<file path="config.mk">
export PLATFORM = sky130hd
export DESIGN_NAME = parallel2serial_stream
export DESIGN_NICKNAME = d
export VERILOG_FILES = /design/src/rtl/p2s_pkg.sv /design/src/rtl/p2s_hold_buf.sv /design/src/rtl/parallel2serial_stream.sv
export SDC_FILE = /design/constraint.sdc
export NUM_CORES = 1
export LEC_CHECK = 0
export ABC_CLOCK_PERIOD_IN_PS = 2100
export BUFFER_PORTS_ARGS = -buffer_cell sky130_fd_sc_hd__buf_4
export CAP_MARGIN = 20
export CORE_MARGIN = 2
export CORE_UTILIZATION = 50
export CTS_CLUSTER_DIAMETER = 100
export CTS_CLUSTER_SIZE = 12
export DETAILED_ROUTE_END_ITERATION = 10
export GPL_TIMING_DRIVEN = 0
export PLACE_DENSITY = 0.69
export SYNTH_ARGS = -nofsm -noshare
export SYNTH_HDL_FRONTEND = slang
export SYNTH_HIERARCHICAL = 1
export SYNTH_SLANG_ARGS = --single-unit
</file>
<file path="constraint.sdc">
create_clock -name clk -period 2.1 [get_ports clk]
set_clock_uncertainty 0.1 [all_clocks]
set_input_delay 0.42 -clock clk [delete_from_list [all_inputs] [get_ports clk]]
set_output_delay 0.42 -clock clk [all_outputs]
set_load 0.01 [all_outputs]
</file>
<file path="src/rtl/p2s_pkg.sv">
// Shared types and elaboration helpers for the parallel-to-serial stream block.
// Latency: n/a (types, constants and constant functions only).
// Backpressure: n/a.
package p2s_pkg;

  typedef enum logic {
    IDLE  = 1'b0,
    SHIFT = 1'b1
  } p2s_state_t;

  localparam int P2S_MIN_W = 2;
  localparam int P2S_MAX_W = 64;

  // Bit counter width; indexes 0..data_w-1.
  function automatic int p2s_cnt_w(input int data_w);
    return (data_w < 2) ? 1 : $clog2(data_w);
  endfunction

  function automatic bit p2s_width_ok(input int data_w);
    return (data_w >= P2S_MIN_W) && (data_w <= P2S_MAX_W);
  endfunction

endpackage

</file>
<file path="src/rtl/p2s_hold_buf.sv">
// Single-entry holding buffer for the word that arrives while a frame is shifting.
// Latency: word visible on hold_data the cycle after capture; pop clears full next cycle.
// Backpressure: in_ready = !hold_full, driven straight from the flag register.
// Ports: clk, rst (async, active-high); in_valid/in_data/in_ready producer side;
//        capture = shifter is busy, so a handshake lands here; pop = shifter takes the word;
//        hold_data/hold_full = stored word and occupancy.
module p2s_hold_buf
  import p2s_pkg::*;
#(
  parameter int DATA_W = 8
) (
  input  logic              clk,
  input  logic              rst,
  input  logic              in_valid,
  input  logic [DATA_W-1:0] in_data,
  input  logic              capture,
  input  logic              pop,
  output logic              in_ready,
  output logic [DATA_W-1:0] hold_data,
  output logic              hold_full
);

  assign in_ready = !hold_full;

  // Capture needs an empty buffer and pop needs a full one, so they never coincide.
  always_ff @(posedge clk or posedge rst) begin
    if (rst) begin
      hold_full <= 1'b0;
      hold_data <= '0;
    end else if (in_valid && in_ready && capture) begin
      hold_full <= 1'b1;
      hold_data <= in_data;
    end else if (pop) begin
      hold_full <= 1'b0;
    end
  end

endmodule

</file>
<file path="src/rtl/parallel2serial_stream.sv">
// Parallel-to-serial converter: DATA_W-bit words in over valid/ready, one bit per clock out.
// Latency: first bit registered the cycle after the handshake; back-to-back frames have no gap.
// Backpressure: in_ready drops only while a second word sits in the holding buffer.
// Ports: clk, rst (async, active-high); in_valid/in_data/in_ready word input;
//        serial_valid/serial_out/serial_start/serial_end registered bit stream; busy status.
module parallel2serial_stream
  import p2s_pkg::*;
#(
  parameter int DATA_W     = 8,
  parameter bit LSB_FIRST  = 1'b0,
  parameter bit IDLE_LEVEL = 1'b0
) (
  input  logic              clk,
  input  logic              rst,
  input  logic              in_valid,
  input  logic [DATA_W-1:0] in_data,
  output logic              in_ready,
  output logic              serial_valid,
  output logic              serial_out,
  output logic              serial_start,
  output logic              serial_end,
  output logic              busy
);

  localparam int CNT_W = p2s_cnt_w(DATA_W);
  localparam logic [CNT_W-1:0] LAST_CNT = CNT_W'(DATA_W - 1);

  if (!p2s_width_ok(DATA_W)) begin : g_bad_width
    $error("parallel2serial_stream: DATA_W=%0d outside legal range 2..64", DATA_W);
  end

  // The outgoing bit is registered separately, so sreg always holds the bits not yet sent,
  // already aligned so the next one sits at the transmit end.
  function automatic logic first_bit(input logic [DATA_W-1:0] w);
    return LSB_FIRST ? w[0] : w[DATA_W-1];
  endfunction

  function automatic logic [DATA_W-1:0] drop_bit(input logic [DATA_W-1:0] w);
    return LSB_FIRST ? (w >> 1) : (w << 1);
  endfunction

  p2s_state_t        state, state_nxt;
  logic [DATA_W-1:0] sreg, sreg_nxt;
  logic [CNT_W-1:0]  cnt, cnt_nxt;
  logic              valid_nxt, out_nxt, start_nxt, end_nxt;

  logic              hold_full;
  logic [DATA_W-1:0] hold_data;
  logic              xfer, last, load_hold, load_in, capture;
  logic [DATA_W-1:0] load_word;

  assign xfer      = in_valid && in_ready;
  assign last      = (state == SHIFT) && (cnt == LAST_CNT);
  // Frame end refills from the buffer first; with the buffer empty in_ready is high,
  // so a word offered on that same edge goes straight into sreg.
  assign load_hold = last && hold_full;
  assign load_in   = xfer && ((state == IDLE) || last);
  assign capture   = (state == SHIFT) && !last;
  assign load_word = load_hold ? hold_data : in_data;
  assign busy      = (state == SHIFT) || hold_full;

  p2s_hold_buf #(.DATA_W(DATA_W)) u_hold (
    .clk       (clk),
    .rst       (rst),
    .in_valid  (in_valid),
    .in_data   (in_data),
    .capture   (capture),
    .pop       (load_hold),
    .in_ready  (in_ready),
    .hold_data (hold_data),
    .hold_full (hold_full)
  );

  always_comb begin
    state_nxt = state;
    sreg_nxt  = sreg;
    cnt_nxt   = cnt;
    valid_nxt = serial_valid;
    out_nxt   = serial_out;
    start_nxt = 1'b0;
    end_nxt   = 1'b0;
    if (load_hold || load_in) begin
      state_nxt = SHIFT;
      sreg_nxt  = drop_bit(load_word);
      cnt_nxt   = '0;
      valid_nxt = 1'b1;
      out_nxt   = first_bit(load_word);
      start_nxt = 1'b1;
    end else if (last) begin
      state_nxt = IDLE;
      cnt_nxt   = '0;
      valid_nxt = 1'b0;
      out_nxt   = IDLE_LEVEL;
    end else if (state == SHIFT) begin
      sreg_nxt  = drop_bit(sreg);
      cnt_nxt   = cnt + CNT_W'(1);
      valid_nxt = 1'b1;
      out_nxt   = first_bit(sreg);
      end_nxt   = ((cnt + CNT_W'(1)) == LAST_CNT);
    end
  end

  always_ff @(posedge clk or posedge rst) begin
    if (rst) begin
      state        <= IDLE;
      sreg         <= '0;
      cnt          <= '0;
      serial_valid <= 1'b0;
      serial_out   <= IDLE_LEVEL;
      serial_start <= 1'b0;
      serial_end   <= 1'b0;
    end else begin
      state        <= state_nxt;
      sreg         <= sreg_nxt;
      cnt          <= cnt_nxt;
      serial_valid <= valid_nxt;
      serial_out   <= out_nxt;
      serial_start <= start_nxt;
      serial_end   <= end_nxt;
    end
  end

endmodule

</file>
# ---- After elaboration in Yosys (flattened, before gate mapping)
# Index checks and enable logic that the tools add are counted.
# Widths: inputs -> output; s select.
dict set report word_totals {
  ff_bits 25
  wordCells 51
}
dict set report classes {
  n_addsub 1
  eq_ne 3
  n_mux 21
  n_bitwise 1
  reduce_logical 16
}
# operator count
set ops {}
lappend ops {{$mux 8} 4}
lappend ops {{$mux 1} 14}
lappend ops {{$mux 3} 3}
lappend ops {{$eq 3x3->1 const B} 2}
lappend ops {{$logic_and 1x1->1} 6}
lappend ops {{$reduce_bool 2->1} 3}
lappend ops {{$add 3x1->3 const B} 1}
lappend ops {{$logic_or 1x1->1} 3}
lappend ops {{$reduce_bool 3->1} 1}
lappend ops {{$logic_not 1->1} 2}
lappend ops {{$ne 2x1->1 const B} 1}
lappend ops {{$reduce_and 2->1} 1}
lappend ops {{$not 1->1} 1}

# ---- Longest topological paths before layout
dict set report logic_depth {
  word_depth 7
  mapped_depth 8
  mapped_depth_nobuf 6
}

# ---- By module
# The synthesis kept the hierarchy.
# module instances cells_each area_each_um2 seq_area_each_um2
set by_module_without_submodules {}
lappend by_module_without_submodules {parallel2serial_stream 1 92 934.6 375.4}
lappend by_module_without_submodules {p2s_hold_buf 1 21 347.8 225.2}

# ---- Worst setup path after synthesis
# OpenSTA, ideal clock, no wires.
dict set report synth_path {
  path_kind {register to register}
  from {reg cnt[0]}
  to {reg u_hold.hold_data[0]}
  setup_ns 0.125
  arrival_time_ns 1.690
  required_ns 1.875
  slack_ns 0.185
  path_stages_with_launch 9
  n_path_buf 2
  synth_period_minus_slack_ns 1.915
  cell_sequence {dfrtp_1 ha_1 ha_1 buf_6 nand2b_1 buf_4 inv_1 nand3b_4 mux2_2}
}
dict set report synth_between {
  elab_chain_cells 5
}
# item line
set synth_rtl {}
lappend synth_rtl {{start: declaration} parallel2serial_stream.sv:44} ;# logic [CNT_W-1:0] cnt, cnt_nxt;
lappend synth_rtl {{start signal: assignment} parallel2serial_stream.sv:115} ;# cnt <= cnt_nxt;
lappend synth_rtl {{$eq 3x3->1} parallel2serial_stream.sv:53} ;# assign last = (state == SHIFT) && (cnt == LAST_CNT);
lappend synth_rtl {{$logic_and 1x1->1} parallel2serial_stream.sv:53}
lappend synth_rtl {{$logic_not 1->1} parallel2serial_stream.sv:58} ;# assign capture = (state == SHIFT) && !last;
lappend synth_rtl {{$logic_and 1x1->1} parallel2serial_stream.sv:58}
lappend synth_rtl {{named net capture} parallel2serial_stream.sv:49} ;# logic xfer, last, load_hold, load_in, capture;
lappend synth_rtl {{$logic_and 1x1->1} p2s_hold_buf.sv:30} ;# end else if (in_valid && in_ready && capture) begin
lappend synth_rtl {{end signal: assignment} p2s_hold_buf.sv:32} ;# hold_data <= in_data;
lappend synth_rtl {{end: declaration} p2s_hold_buf.sv:19} ;# output logic [DATA_W-1:0] hold_data,
# The timed path passes the listed nets, and every way through them passes these cells.
# A chain may end at the register's enable or synchronous reset.

# ---- Worst setup path after layout
dict set report layout_path {
  from {reg cnt[0]}
  to {reg u_hold.hold_data[6]}
}
# The elaborated chain is that of the path after synthesis.

==> flow_summary_export.csv <==
group,metric,value,unit
die,io_pins,17,
critical_path,cp.arrival,2.12,ns
synthesis,synth.avg_cell_area,11.3,µm²
global_route,grt_pass1_vias,921,
clock_network,tritoncts,"built",
global_route,grt_usage,19.6,%
synthesis,ys_seq_area_share,46.8,%
routing,routedWlPerCell,15.3,µm
finish,fin_util,62.1,%
routing,antenna_left,0,
critical_path,ff2ff_setup_slack,0.09,ns
global_route,grt_pass1_wl,4180,µm
routing,vias_per_cell,5.59,
global_route,grt.overflow.total,0,
synthesis,post_synth_inst_count,113,
finish,finalNonFillerCells,165,
power,p_leak,0.724,nW
min_path,worstHoldStart,"in_data[7]",
synthesis,yosysUniqueCellTypes,32,
critical_path,reg2reg_from,"cnt[0]",
critical_path,slowest_stage,"dfrtp_1",
timing,tns,0,ns
die,start_util,52.2,%
critical_path,worst-setup-path-type,"flop to flop",
synthesis,syn-num-nets,127,
clock_network,h-tree-depth,1,
timing,layout_min_cycle_time,2.01,ns
die,die_area,0.00299,mm²
synthesis,yosysWarnings,6,
die,die_w,54.6,µm
critical_path,path_buf_inv,3,
placed_design,placed_cell_area,0.00144,mm²
critical_path,critPathLaunchType,"flop",
critical_path,cp_top_family,"flip-flops",
die,coreArea,0.00245,mm²
critical_path,crit_path_max_incr_delay,0.44,ns
run_status,outcome,"finished, final reports clean",
clock_network,clk_pin_slew,0.14,ns
timing,worstMarginPinSlew,0.555,ns
placed_design,dp_hpwl,1890,µm
global_route,grt_max_degree,16,
power,p_total,2.29,mW
synthesis,ys_ff_latch,24,
critical_path,r2r_cells,8,
finish,num_antenna_cells,0,
min_path,whs_path_depth,2,
routing,drc,0,
critical_path,critPathRequiredTime,2.21,ns
critical_path,cp_max_fo,10,
critical_path,worstSetupEndpointType,"flop",
clock_network,clk_path_buf_depth,2,
placed_design,placedCellCount,159,
power,peakVddDrop,0.920,mV
timing,whs,0.231,ns
finish,syn_to_final_growth,18.9,%
timing,slew_headroom,63.0,%
timing,fin_crit_sh,95.9,%
min_path,holdPathEnd,"u_hold/hold_data[7]",
clock_network,clk_latency,0.32,ns
timing,fmax,497,MHz
critical_path,crit_top_cell,"ha_1",
critical_path,crit_chain,"ha_1 > ha_1 > buf_6 > nand2b_1 > buf_4 > inv_4 > nand3b_4 > mux2_2",
run,cap_violations,0,
timing,hold_violations,0,
global_route,antenna_found_initial,0,
timing,rsz0062_at_grt,"no",
min_path,worst_hold_path_type,"input port to flop",
timing,setup_viol,0,
clock_network,clkSinkCount,24,
clock_network,cts-root-buf,"clkbuf_4",
timing,fin_ws,0.0867,ns
finish,nets,150,
power,power.density,1500,mW/mm²
die,rows,18,
placed_design,place_congestion,0.787,
clock_network,cts_buffers,3,
routing,wl,2530,µm
die,die_h,54.6,µm
routing,drt_iter0_markers,8,
finish,fin_area,0.00153,mm²
placed_design,dp_slack,-0.0109,ns
clock_network,post_cts_buffers,0,
timing,drv_slew,0,
routing,vias,922,
routing,drt_pass1_iterations,5,
critical_path,rr_endpoint,"u_hold/hold_data[6]",
placed_design,portBuffers,16,
synthesis,synth_area,0.00128,mm²
finish,drive_above_1_share,34.1,%
## cell usage after synthesis
| library cell | instances | share of area [%] |
|---|---|---|
| o21a_4 | 1 | 1.2 |
| inv_2 | 2 | 0.59 |
| buf_4 | 1 | 0.59 |
| buf_2 | 2 | 0.78 |
| mux2i_1 | 5 | 3.9 |
| nor2b_1 | 1 | 0.49 |
| o22ai_1 | 1 | 0.49 |
| nand2_1 | 5 | 1.5 |
| a31o_1 | 1 | 0.68 |
| or2_2 | 1 | 0.49 |
| mux2_2 | 8 | 7.0 |
| nand2_2 | 2 | 0.98 |
| o211ai_1 | 5 | 2.9 |
| inv_1 | 8 | 2.3 |
| nand3b_4 | 1 | 1.6 |
| and3_1 | 1 | 0.49 |
| a22o_4 | 1 | 1.4 |
| nand3_1 | 1 | 0.39 |
| nand3b_1 | 5 | 2.9 |
| nor3_1 | 1 | 0.39 |
| a21oi_1 | 7 | 2.7 |
| ha_1 | 3 | 2.9 |
| o21ai_0 | 3 | 1.2 |
| o221ai_1 | 1 | 0.68 |
| nor2b_4 | 1 | 1.1 |
| a2bb2oi_1 | 5 | 3.4 |
| nor2_1 | 1 | 0.29 |
| nand2b_1 | 1 | 0.49 |
| buf_6 | 4 | 3.5 |
| dfrtp_1 | 24 | 47 |
| o31ai_1 | 5 | 2.9 |
| a21boi_0 | 5 | 2.9 |
## power breakdown
part	internal [mW]	switching (mW)	total, mW	leakage [nW]
Combinational	0.567	0.592	1.16	0.407
Sequential	0.681	0.118	0.799	0.289
Clock	0.193	0.143	0.336	0.0279
## state kept, by name (all words and copies together) (netlist names)
register and count:
cnt 3, serial_end 1, serial_out 1, serial_start 1, serial_valid 1, sreg 7
state 1, u_hold/hold_data 8, u_hold/hold_full 1
## layer usage
metal / part of all wire (%) / track usage, %
met4: 0.87 / 6.25
met3: 2.3 / 3.28
met1: 47 / 26.3
met2: 49 / 31.7
met5: 0 / 0
## cells by family after synthesis
| group | Yosys count | synth area share (%) |
|---|---|---|
| AOI/OAI and AO/OA | 35 | 20.5 |
| DFF | 24 | 46.8 |
| and+or+nand+nor | 21 | 11.0 |
| buffers and inverters | 17 | 7.81 |
| muxes | 13 | 10.9 |
| adders and majority gates | 3 | 2.93 |
## layout by cell type, fill, tap and decap left out, drive strengths merged, types with 2 or more instances in the layout
cell type and n:
a21boi 5, a21oi 7, a2bb2oi 5, buf 23, clkbuf 3, dfrtp 24, ha 3, inv 10
mux2 8, mux2i 5, nand2 7, nand3b 7, nor2b 2, o211ai 5, o21ai 3, o31ai 5
## worst max path at each step
stage,start,endpoint,cells after the start
CTS,cnt[0],u_hold/hold_data[2],8
global route,cnt[0],u_hold/hold_data[2],8
global placement,cnt[0],u_hold/hold_data[0],8
finish,cnt[0],u_hold/hold_data[6],8
detailed placement,cnt[0],u_hold/hold_data[2],8
floorplan,cnt[0],u_hold/hold_data[0],8
## area by class of cell
class / count / area [µm²]
multi-input cells: 73 / 602
flip-flops and latches: 24 / 601
plain buffers: 7 / 62.6
well taps: 30 / 37.5
clock buffers: 3 / 22.5
fillers: 201 / 930
inverters: 10 / 40.0
repair buffers: 17 / 130
clock inverters: 1 / 30.0
## repair_timing
item	in CTS	in global routing
hold buffers	1	0
endpoints found under the setup margin	8	8
endpoints found under the hold margin	9	0
gates cloned	0	1
resized for setup	1	2
pin swaps	0	1
(Power assumes the default switching activity.)
